$ cat src/rtl/wdt_cmd_sequencer.sv
// Watchdog command sequencer: round-robin accepts START/KICK/STOP/RELOAD commands
// and expands each one into ordered single-register pushes to the WDEN/WDLIVE/WTOCNT FIFOs.
module wdt_cmd_sequencer #(
  parameter int unsigned NREQ  = 2,
  parameter int unsigned CNT_W = 32
) (
  input  logic                       clk,
  input  logic                       rst,
  input  logic [NREQ-1:0]            req_valid,
  output logic [NREQ-1:0]            req_ready,
  input  logic [2*NREQ-1:0]          req_cmd,
  input  logic [CNT_W*NREQ-1:0]      req_data,
  input  logic                       wdt_timeout,
  input  logic                       wden_full,
  input  logic                       wdlive_full,
  input  logic                       wtocnt_full,
  output logic                       wden_push,
  output logic                       wdlive_push,
  output logic                       wtocnt_push,
  output logic [CNT_W-1:0]           push_data,
  output logic                       busy,
  output logic                       wdt_active,
  output logic                       timeout_flag,
  output logic                       cmd_err,
  output logic [((NREQ > 1) ? $clog2(NREQ) : 1)-1:0] grant_id
);

  localparam int unsigned IDW = (NREQ > 1) ? $clog2(NREQ) : 1;

  localparam logic [1:0] CMD_START  = 2'b00;
  localparam logic [1:0] CMD_KICK   = 2'b01;
  localparam logic [1:0] CMD_STOP   = 2'b10;
  localparam logic [1:0] CMD_RELOAD = 2'b11;

  typedef enum logic [2:0] {
    S_IDLE, S_TOCNT, S_EN1, S_EN0, S_LIVE1, S_LIVE0
  } state_t;

  state_t           state;
  logic [IDW-1:0]   rr_ptr;
  logic [IDW-1:0]   grant_q;
  logic [CNT_W-1:0] data_q;
  logic             en_after_q;   // TOCNT push is followed by EN(1)
  logic             reload_q;     // EN(0) push is followed by TOCNT
  logic             active_q;
  logic             tflag_q;
  logic             to_q;
  logic             cmd_err_q;

  logic             found;
  logic [IDW-1:0]   win;
  logic [IDW-1:0]   scan_idx;
  logic [1:0]       cmd_sel;
  logic [CNT_W-1:0] data_sel;
  logic             accept;
  logic             cmd_ok;
  logic             to_rise;

  // Round-robin scan starting at rr_ptr, first valid requester wins
  always_comb begin
    found    = 1'b0;
    win      = '0;
    scan_idx = '0;
    for (int unsigned i = 0; i < NREQ; i++) begin
      scan_idx = IDW'((32'(rr_ptr) + 32'(i)) % NREQ);
      if (!found && req_valid[scan_idx]) begin
        found = 1'b1;
        win   = scan_idx;
      end
    end
  end

  always_comb begin
    cmd_sel  = '0;
    data_sel = '0;
    for (int unsigned i = 0; i < NREQ; i++) begin
      if (IDW'(i) == win) begin
        cmd_sel  = req_cmd[2*i +: 2];
        data_sel = req_data[CNT_W*i +: CNT_W];
      end
    end
  end

  always_comb begin
    accept    = rst && (state == S_IDLE) && found;
    req_ready = '0;
    if (accept) req_ready[win] = 1'b1;
  end

  always_comb begin
    cmd_ok = 1'b0;
    case (cmd_sel)
      CMD_START:  cmd_ok = !active_q && (data_sel != '0);
      CMD_KICK:   cmd_ok = active_q && !tflag_q;
      CMD_STOP:   cmd_ok = active_q;
      CMD_RELOAD: cmd_ok = (data_sel != '0);
      default:    cmd_ok = 1'b0;
    endcase
  end

  // Push strobes react to the full flags in the same cycle
  always_comb begin
    wtocnt_push = (state == S_TOCNT) && !wtocnt_full;
    wden_push   = ((state == S_EN1) || (state == S_EN0)) && !wden_full;
    wdlive_push = ((state == S_LIVE1) || (state == S_LIVE0)) && !wdlive_full;
    push_data   = '0;
    case (state)
      S_TOCNT:      push_data = data_q;
      S_EN1, S_LIVE1: push_data = CNT_W'(1);
      default:      push_data = '0;
    endcase
  end

  assign to_rise      = wdt_timeout && !to_q;
  assign busy         = (state != S_IDLE);
  assign wdt_active   = active_q;
  assign timeout_flag = tflag_q;
  assign cmd_err      = cmd_err_q;
  assign grant_id     = grant_q;

  always_ff @(posedge clk or negedge rst) begin
    if (!rst) begin
      state      <= S_IDLE;
      rr_ptr     <= '0;
      grant_q    <= '0;
      data_q     <= '0;
      en_after_q <= 1'b0;
      reload_q   <= 1'b0;
      active_q   <= 1'b0;
      tflag_q    <= 1'b0;
      to_q       <= 1'b0;
      cmd_err_q  <= 1'b0;
    end else begin
      to_q      <= wdt_timeout;
      cmd_err_q <= 1'b0;

      // A new timeout edge beats a same-cycle START clear
      if (to_rise)
        tflag_q <= 1'b1;
      else if (accept && cmd_ok && (cmd_sel == CMD_START))
        tflag_q <= 1'b0;

      if (to_rise)
        active_q <= 1'b0;
      else if (wden_push)
        active_q <= (state == S_EN1);

      case (state)
        S_IDLE: begin
          if (accept) begin
            rr_ptr  <= IDW'((32'(win) + 32'd1) % NREQ);
            grant_q <= win;
            if (!cmd_ok) begin
              cmd_err_q <= 1'b1;
            end else begin
              data_q <= data_sel;
              case (cmd_sel)
                CMD_START: begin
                  state      <= S_TOCNT;
                  en_after_q <= 1'b1;
                end
                CMD_KICK: state <= S_LIVE1;
                CMD_STOP: begin
                  state    <= S_EN0;
                  reload_q <= 1'b0;
                end
                default: begin
                  if (active_q) begin
                    state      <= S_EN0;
                    reload_q   <= 1'b1;
                    en_after_q <= 1'b1;
                  end else begin
                    state      <= S_TOCNT;
                    en_after_q <= 1'b0;
                  end
                end
              endcase
            end
          end
        end
        S_TOCNT: if (wtocnt_push) state <= en_after_q ? S_EN1 : S_IDLE;
        S_EN1:   if (wden_push)   state <= S_IDLE;
        S_EN0:   if (wden_push)   state <= reload_q ? S_TOCNT : S_IDLE;
        S_LIVE1: if (wdlive_push) state <= S_LIVE0;
        S_LIVE0: if (wdlive_push) state <= S_IDLE;
        default: state <= S_IDLE;
      endcase
    end
  end

endmodule

$ cat config.mk
export PLATFORM = sky130hd
export DESIGN_NAME = wdt_cmd_sequencer
export DESIGN_NICKNAME = d
export VERILOG_FILES = /design/src/rtl/wdt_cmd_sequencer.sv
export SDC_FILE = /design/constraint.sdc
export NUM_CORES = 1
export LEC_CHECK = 0
export BUFFER_PORTS_ARGS = -buffer_cell sky130_fd_sc_hd__buf_2
export CAP_MARGIN = 20
export CORE_ASPECT_RATIO = 1.25
export CORE_UTILIZATION = 35
export CTS_BUF_LIST = sky130_fd_sc_hd__clkbuf_4 sky130_fd_sc_hd__clkbuf_8 sky130_fd_sc_hd__clkbuf_16
export DETAILED_ROUTE_END_ITERATION = 7
export HOLD_SLACK_MARGIN = 0.1
export PLACE_DENSITY = 0.69
export SYNTH_ARGS = -nofsm -noshare
export SYNTH_HDL_FRONTEND = slang
export SYNTH_SLANG_ARGS = --single-unit
$ cat constraint.sdc
create_clock -name clk -period 4.35 [get_ports clk]
set_clock_uncertainty 0.05 [all_clocks]
set_input_delay 0.2175 -clock clk [delete_from_list [all_inputs] [get_ports clk]]
set_output_delay 0.2175 -clock clk [all_outputs]
set_load 0.05 [all_outputs]
==> metrics.txt, run 1 <==
Initial Util a little over a third; fmax about 0.28 GHz; Hold Path Class in2reg; Setup Fix Bufs, Post-CTS 0; register area share after synthesis about two fifths; area grow syn2layout 27.41%; Post-synth EDFFs 0; largest net degree at the start of global routing 44; FF+latch count, synth 43; fin. max-slew vios 0; first-pass GRT wire length about 11 mm; synth warn 0; Nets around 450; 1st-iter DRT viols just under 60; crit path launch type register; final setup fails 0; Synth Cell Area between 2000 and 3000 um2; Synth cell types 35; RSZ-0062 raised after global routing false; Final WS setup 0.7536 ns; ys flop type dfrtp_1; # IOs between 100 and 150; H-Tree Depth 2; TritonCTS clock tree yes; worst IR drop on VDD approximately 0.41 mV; Synth top area share about two fifths; Final Critical Period about 3.6 ns; FFs w/ async S/R, synth 100.0%; antenna violations before repair 0; Via density around 5.0; Clock Latency Late Sink 0.30 ns; max cap viols 0; hold path startpoint req_data[62]; Global Route Usage Sum between 10% and 20%; status complete, no violations; Num CTS Buffers 5; Clock transition at path regs roughly 0.09 ns; iteration count of the initial detailed-routing pass 4; Min Hold Slack 0.2439 ns; critical-path maximum fanout 22; # DRC 0; DRT Wirelength just over 7 mm; vias in the first global route between 2000 and 2500; Clock Sinks between 40 and 50; GRT Residual Overflow 0; worst r2r src rr_ptr; GP Congestion approximately 0.82; leakage power ~1.7 nW; clk root buf clkbuf_8; Worst Tran Pin Value between 0.5 and 0.6 ns; ANT cells 0; die height between 100 and 150 um; CTS max path bufs 2; critical path type reg2reg; relative slew slack 62.10%; Core Region 7792 um2; WL/cell 15.37 um; ranking of synthesized cells by area dfrtp_1 (38%), mux2_2 (16%), mux2_4 (14%); Final Util a little under half; vias between 2000 and 2500; PortBufs 117; setup TNS 0 ns; Critical Path AT around 3.7 ns; final period utilization 82.67%; Post-DP HPWL ~5.4 mm; Power Density 639.4 nW/um2; CP startpoint rr_ptr; Final Hold Vio Count 0; share of post-route cells with drive strength above 1 a little under three fifths; pre-CTS setup slack 0.7377 ns; Synth Area per Inst 11.29 um2; Synth Instances approximately 250; Die Footprint between 8000 and 9000 um2; syn_nets ~330; DRT antenna net count 0; WP data required 4.48 ns; FP Rows 36; CP endpoint kind register; area leader, netlist dfrtp_1; die width just over 80 um
per-stage QoR:
step	area [um2]	std cells	power (mW)
2_1_floorplan	2811	249	1.750
3_3_place_gp	3473	452	2.025
3_5_place_dp	3473	452	2.042
4_1_cts	3582	462	2.316
5_1_grt	3582	462	2.423
6_report	3582	462	2.291
synthesized netlist by cell type (2+ instances only):
library cell and instances:
mux2i_1 2, nand2b_1 2, ha_1 6, buf_2 2
a21oi_1 7, mux2_4 26, buf_6 2, clkbuf_1 7
o21a_1 3, nor3_1 3, dfrtp_1 43, buf_8 2
nand2_1 9, nor2b_1 4, o2111ai_1 2, and2_1 31
nor2_1 6, a31oi_1 3, nor4_1 15, inv_1 8
mux2_2 40, o31ai_1 2, o21ai_0 8, nor3b_1 4
a21o_1 2
logic make-up (layout without fill, tap and decap cells):
kind of cell / Yosys count / count (layout) / synth area share [%]
simple gates: 79 / 79 / 16.73
mux: 68 / 68 / 30.62
flops: 43 / 43 / 38.27
compound gates: 30 / 30 / 7.031
buf+inv: 22 / 140 / 4.361
fa+ha+maj: 6 / 6 / 2.670
xor+xnor: 1 / 1 / 0.3116
state kept, by name, indices dropped and copies added (netlist names):
signal	flops
data_q	32
state	3
cmd_err	1
en_after_q	1
grant_id	1
reload_q	1
rr_ptr	1
timeout_flag	1
to_q	1
wdt_active	1
repair_timing:
item                                   in CTS  in global routing
endpoints found under the hold margin      44                  0
setup endpoints to repair                   0                  0
gates resized for setup                     0                  0
hold buffers                                2                  0
worst paths after layout:
| check | end | slack [ns] | depth (start not counted) |
|---|---|---|---|
| min in group asynchronous | data_q[29] | 0.53 | 3 |
| worst max-delay path | data_q[12] | 0.75 | 11 |
| worst max register to register | data_q[12] | 0.75 | 11 |
| worst min register to register | grant_id | 0.45 | 1 |
| worst min-delay path | data_q[30] | 0.24 | 3 |
| max in group asynchronous | data_q[9] | 3.32 | 3 |
cell type report:
type / instances / area [um2]
Fill cell: 746 / 4210
Multi-Input combinational cell: 184 / 1625
Sequential cell: 43 / 1076
Timing Repair Buffer: 124 / 643.1
Tap cell: 95 / 118.9
Clock buffer: 6 / 76.32
Inverter: 8 / 30.03
Clock inverter: 2 / 12.51
critical path: stages, from the launching register on:
cell      delay, ns
dfrtp_1        0.39
nor2b_1        0.19
nand2b_2       0.51
mux2_2         0.46
inv_1          0.12
ha_1           0.17
nor2b_1        0.16
o21ai_0        0.13
o221ai_2       0.30
nor3b_2        0.26
buf_4          0.35
mux2_2         0.37
layer usage:
metal | global-route usage, % | vias to the layer above | part of all wire, %
li1 | - | 1131 | -
met5 | 0 | - | 0
met1 | 21.72 | 1085 | 46
met4 | 6.073 | 0 | 1.1
met3 | 2.411 | 7 | 4.9
met2 | 29.50 | 81 | 48
cells in the final DEF, fill, tap and decap left out, drive strengths merged, types with 2 or more instances in the layout:
master / synthesis / routed
dlygate4sd3: 0 / 2
nor3b: 4 / 4
nor3: 3 / 3
o21a: 3 / 3
a21oi: 7 / 7
and2: 31 / 31
o31ai: 2 / 2
a31oi: 3 / 3
ha: 6 / 6
buf: 7 / 122
dfrtp: 43 / 43
o2111ai: 2 / 2
nand2: 9 / 9
mux2: 66 / 66
inv: 8 / 8
a21o: 2 / 2
o21ai: 8 / 8
nor2: 6 / 6
nor2b: 4 / 4
mux2i: 2 / 2
clkbuf: 7 / 6
or4: 2 / 2
nor4: 16 / 16
nand2b: 2 / 2
power by group:
group	internal, mW	switching, mW
Sequential	0.587	0.121
Clock	0.119	0.145
Combinational	0.510	0.809
Total	1.22	1.07
No activity file was read; power rests on OpenSTA's default activity.
==> inputs of run 2 (changes only) <==
--- a/config.mk
+++ b/config.mk
@@ -12,7 +12,7 @@
 export CTS_BUF_LIST = sky130_fd_sc_hd__clkbuf_4 sky130_fd_sc_hd__clkbuf_8 sky130_fd_sc_hd__clkbuf_16
 export DETAILED_ROUTE_END_ITERATION = 7
 export HOLD_SLACK_MARGIN = 0.1
-export PLACE_DENSITY = 0.69
+export PLACE_DENSITY = 0.71
 export SYNTH_ARGS = -nofsm -noshare
 export SYNTH_HDL_FRONTEND = slang
 export SYNTH_SLANG_ARGS = --single-unit
==> constraint.sdc (replaced) <==
create_clock -name clk -period 3.1 [get_ports clk]
set_clock_uncertainty 0.05 [all_clocks]
set_input_delay 0.155 -clock clk [delete_from_list [all_inputs] [get_ports clk]]
set_output_delay 0.155 -clock clk [all_outputs]
set_load 0.05 [all_outputs]
==> metrics.txt, run 2 (same netlist as run 1, synthesis figures left out) <==
WL/cell 15.70 um (+2.1%); antenna violations before repair 0 (unchanged); final setup fails 0 (unchanged); area grow syn2layout 31.64%; WP data required 3.23 ns (-1.25 ns); first-pass GRT wire length 11.07 mm (+2.6%); Worst Tran Pin Value 0.6040 ns (+0.03556 ns); CP endpoint kind register; CTS max path bufs 2 (unchanged); Pint 1.760 mW (+45%); Via density 5.047 (+1.2%); Clock Sinks 43 (unchanged); Final Util 47.50% (+1.5 points); Die Footprint 8398 um2 (unchanged); PortBufs 117 (unchanged); most frequent cells in the layout buf_2 (117), dfrtp_1 (43), mux2_2 (40); DRT antenna net count 0 (unchanged); Top reg by flops data_q; Initial Util 36.08% (unchanged); die width 82.17 um (unchanged); share of post-route cells with drive strength above 1 56.91% (+1.9 points); Final Hold Vio Count 0 (unchanged); leakage power 1.801 nW (+3.4%); Power Density 888.8 nW/um2 (+39%); 1st-iter DRT viols 59 (unchanged); Post-DP HPWL 5.534 mm (+2.9%); fin. max-slew vios 0 (unchanged); Core Region 7792 um2 (unchanged); Critical Path AT 3.09 ns (-0.64 ns); Nets 457 (+2.0%); Hold Path Class in2reg; Final Power 3.290 mW (+44%); GP Congestion 0.8029 (-2.1%); clk root buf clkbuf_8; Clock Latency Late Sink 0.29 ns (about the same); final period utilization 95.43% (+13 points); commonest non-fill, non-tap cell in the layout buf_2; Clock transition at path regs 0.08 ns (about the same); worst IR drop on VDD 0.8323 mV (+100%); TritonCTS clock tree yes; fmax 0.3380 GHz (+22%); relative slew slack 59.73% (-2.4 points); max reg flops 32 (unchanged); die height 102.2 um (unchanged); # IOs 118 (unchanged); Clk network pwr share 10.9% (-0.6 points); crit path launch type register; Logic pwr share 59.2% (+1.6 points); GRT Residual Overflow 0 (unchanged); FP Rows 36 (unchanged); Num CTS Buffers 5 (unchanged); largest net degree at the start of global routing 44 (unchanged); Flop pwr share 29.8% (-1.1 points); pre-CTS setup slack 0.02085 ns (-0.7169 ns); Net Sw Frac 46.48% (-0.43 points); DRT Wirelength 7.395 mm (+4.1%); status complete, no violations; iteration count of the initial detailed-routing pass 4 (unchanged); Final WS setup 0.1415 ns (-0.6121 ns); critical path type reg2reg; vias 2377 (+3.2%); Final Critical Period 2.958 ns (-0.6379 ns); vias in the first global route 2300 (+1.1%); Min Hold Slack 0.1840 ns (-0.05993 ns); setup TNS 0 ns (unchanged); ANT cells 0 (unchanged); fillers 711 (-4.7%); H-Tree Depth 2 (unchanged); R2R setup slack 0.14 ns (-0.61 ns); largest registers data_q (32), state (3); max cap viols 0 (unchanged); critical-path maximum fanout 14 (-36%); # DRC 0 (unchanged); P_sw 1.529 mW (+42%); Global Route Usage Sum 17.61% (+0.43 points)
## run 2: cell types whose count changed in the layout (fill, tap and decap cells not counted), sizes merged
cell / previous run / this run
buf: 122 / 130
clkbuf: 6 / 7
## run 2: repair_timing
| action | in CTS | in global routing |
|---|---|---|
| setup buffers | 0 | 4 |
| hold buffers | 2 | 0 |
| endpoints found under the setup margin | 0 | 32 |
| hold endpoints to repair | 44 | 0 |
| resized for setup | 0 | 3 |
## run 2: critical path, stage by stage (launching register included)
cell and delay, ns:
dfrtp_1 0.40, nor2b_2 0.14, nand2b_4 0.16, mux2_2 0.40, inv_1 0.12, ha_1 0.19, nor2b_2 0.17, o21ai_1 0.10
o221ai_2 0.25, nor3b_4 0.23, buf_4 0.15, buf_12 0.15, mux2_2 0.34
## run 2: layer usage
layer	up-vias	GRT usage [%]	part of all wire, %
li1	1146	-	-
met1	1117	22.84	45
met2	101	28.86	47
met3	13	2.946	5.4
met4	0	7.018	2.0
met5	-	0	0
## run 2: power groups by stage
stage / logic, mW / clock network, mW / registers [mW]
after floorplan: 1.46 / 0 / 0.999
after global placement: 1.89 / 0 / 0.985
after detailed placement: 1.92 / 0 / 0.985
after CTS: 1.93 / 0.380 / 0.980
after global routing: 2.07 / 0.402 / 1.02
final: 1.95 / 0.360 / 0.981
## run 2: worst paths after layout
check                        startpoint         end  cells after the start
hold / removal             req_data[18]  data_q[18]                      3
max in group asynchronous           rst   data_q[7]                      3
hold reg to reg                grant_id    grant_id                      1
min in group asynchronous           rst  data_q[27]                      3
setup / recovery                 rr_ptr  data_q[13]                     12
setup reg to reg                 rr_ptr  data_q[13]                     12
## run 2: layout make-up
type | count | area, um2 | share of cell area, %
multi-input combinational | 184 | 1647 | 44.49
sequential | 43 | 1076 | 29.07
timing repair buffer | 133 | 740.7 | 20.01
tap | 95 | 118.9 | 3.212
clock buffer | 6 | 76.32 | 2.062
inverter | 8 | 30.03 | 0.8114
clock inverter | 2 | 12.51 | 0.3381
## run 2: per-stage QoR
step                cells  instance area, um2
CTS                   466                3636
floorplan             249                2823
detailed placement    456                3527
global route          471                3701
finish                471                3701
global placement      456                3527
==> inputs of run 3 (changes only) <==
--- a/config.mk
+++ b/config.mk
@@ -12,6 +12,7 @@
 export CTS_BUF_LIST = sky130_fd_sc_hd__clkbuf_4 sky130_fd_sc_hd__clkbuf_8 sky130_fd_sc_hd__clkbuf_16
 export DETAILED_ROUTE_END_ITERATION = 7
 export HOLD_SLACK_MARGIN = 0.1
+export MAX_ROUTING_LAYER = met4
 export PLACE_DENSITY = 0.71
 export SYNTH_ARGS = -nofsm -noshare
 export SYNTH_HDL_FRONTEND = slang
==> metrics.txt, run 3 (same netlist as run 1, synthesis figures left out) <==
fin. max-slew vios 0 (unchanged); PortBufs 117 (unchanged); share of post-route cells with drive strength above 1 56.91% (unchanged); die height 102.2 um (unchanged); placed insts 456 (unchanged); Clock Latency Late Sink 0.29 ns (about the same); Flop pwr share 29.8% (about the same); WL/cell 15.66 um (-0.27%); area grow syn2layout 31.64% (unchanged); largest registers data_q (32), state (3); first-pass GRT wire length 11.08 mm (+0.13%); leakage power 1.801 nW (unchanged); # DRC 0 (unchanged); Via density 5.049 (about the same); Final Critical Period 2.958 ns (-0.0008150 ns); Final Power 3.289 mW (about the same); Pint 1.760 mW (about the same); max cap viols 0 (unchanged); vias 2378 (+0.042%); Top reg by flops data_q; crit path launch type register; fillers 711 (unchanged); DRT Wirelength 7.375 mm (-0.27%); final setup fails 0 (unchanged); clk root buf clkbuf_8; H-Tree Depth 2 (unchanged); most frequent cells in the layout buf_2 (117), dfrtp_1 (43), mux2_2 (40); Hold Path Class in2reg; Logic pwr share 59.2% (about the same); Nets 457 (unchanged); DRT antenna net count 0 (unchanged); final period utilization 95.41% (about the same); iteration count of the initial detailed-routing pass 4 (unchanged); antenna violations before repair 0 (unchanged); Critical Path AT 3.09 ns (about the same); CP endpoint kind register; max reg flops 32 (unchanged); vias in the first global route 2295 (-0.22%); WP data required 3.23 ns (about the same); Post-DP HPWL 5.534 mm (unchanged); CP Cell Sequence nor2b_2 > nand2b_4 > mux2_2 > inv_1 > ha_1 > nor2b_2 > o21ai_1 > o221ai_2 > nor3b_4 > buf_4 > buf_12 > mux2_2; R2R setup slack 0.14 ns (about the same); critical-path maximum fanout 14 (unchanged); TritonCTS clock tree yes; Initial Util 36.08% (unchanged); Final Hold Vio Count 0 (unchanged); Worst Tran Pin Value 0.6092 ns (+0.005134 ns); GP Congestion 0.8146 (+1.5%); Clock transition at path regs 0.08 ns (about the same); status complete, no violations; ANT cells 0 (unchanged); Core Region 7792 um2 (unchanged); commonest non-fill, non-tap cell in the layout buf_2; GRT Residual Overflow 0 (unchanged); Clock Sinks 43 (unchanged); slowest CP cell dfrtp_1; CTS max path bufs 2 (unchanged); largest net degree at the start of global routing 44 (unchanged); Power Density 888.7 nW/um2 (about the same); P_sw 1.529 mW (about the same); 1st-iter DRT viols 61 (+3.4%); Clk network pwr share 11.0% (about the same); critical path type reg2reg; # IOs 118 (unchanged); die width 82.17 um (unchanged); Crit path largest cell delay 0.40 ns (about the same); relative slew slack 59.39% (-0.34 points); FP Rows 36 (unchanged); non-filler instance count after layout 471 (unchanged); Min Hold Slack 0.1827 ns (-0.001275 ns); Net Sw Frac 46.48% (about the same); Num CTS Buffers 5 (unchanged); Global Route Usage Sum 18.17% (+0.56 points); worst IR drop on VDD 0.8307 mV (-0.19%); Die Footprint 8398 um2 (unchanged); fmax 0.3381 GHz (about the same)
run 3: cell counts in the layout (fill, tap and decap cells not counted):
Identical to the previous run, type by type.
run 3: worst paths after layout:
path / from / endpoint / cells past startpoint
worst max register to register: rr_ptr / data_q[13] / 12
min in group asynchronous: rst / data_q[1] / 3
max in group asynchronous: rst / data_q[0] / 3
worst max-delay path: rr_ptr / data_q[13] / 12
worst min-delay path: req_data[62] / data_q[30] / 3
worst min register to register: grant_id / grant_id / 1
run 3: area by class of cell:
class	count	area [um2]	area share, %
multi-input cells	184	1647	44.49
flip-flops and latches	43	1076	29.07
repair buffers	133	740.7	20.01
well taps	95	118.9	3.212
clock buffers	6	76.32	2.062
inverters	8	30.03	0.8114
clock inverters	2	12.51	0.3381
run 3: per-stage QoR:
| step | utilization (%) | setup WS, ns | setup TNS [ns] | cell area, um2 |
|---|---|---|---|---|
| floorplan | - | 0.005562 | 0 | 2823 |
| global placement | 45.26 | 0.1965 | 0 | 3527 |
| detailed placement | 45.26 | 0.02085 | 0 | 3527 |
| CTS | 46.66 | 0.004176 | 0 | 3636 |
| global route | 47.50 | -0.03262 | -0.5469 | 3701 |
| finish | 47.50 | 0.1423 | 0 | 3701 |
run 3: per-layer routing:
layer / up-vias / GRT usage [%] / share of wire, %
li1: 1147 / - / -
met1: 1116 / 23.06 / 45
met2: 100 / 28.67 / 47
met3: 15 / 2.946 / 5.6
met4: 0 / 7.018 / 2.2
met5: - / - / 0
run 3: timing repair:
| item | in CTS | in global routing |
|---|---|---|
| gates resized for setup | 0 | 3 |
| hold endpoints to repair | 44 | 0 |
| setup endpoints to repair | 0 | 32 |
| buffers inserted | 0 | 4 |
| hold buffers | 2 | 0 |
run 3: worst max-delay path: cells and delay by family, from the launching register on:
family	cells	cell delay, ns
adders and majority gates	1	0.18
and+or+nand+nor	4	0.70
buffers and inverters	3	0.42
muxes	2	0.74
DFF	1	0.40
AOI/OAI and AO/OA	2	0.35
run 3: power groups by stage:
stage / Combinational (mW) / Clock, mW / Sequential (mW)
after floorplan: 1.46 / 0 / 0.999
after detailed placement: 1.92 / 0 / 0.985
after CTS: 1.93 / 0.380 / 0.980
after global placement: 1.89 / 0 / 0.985
after global routing: 2.07 / 0.400 / 1.02
final: 1.95 / 0.361 / 0.982
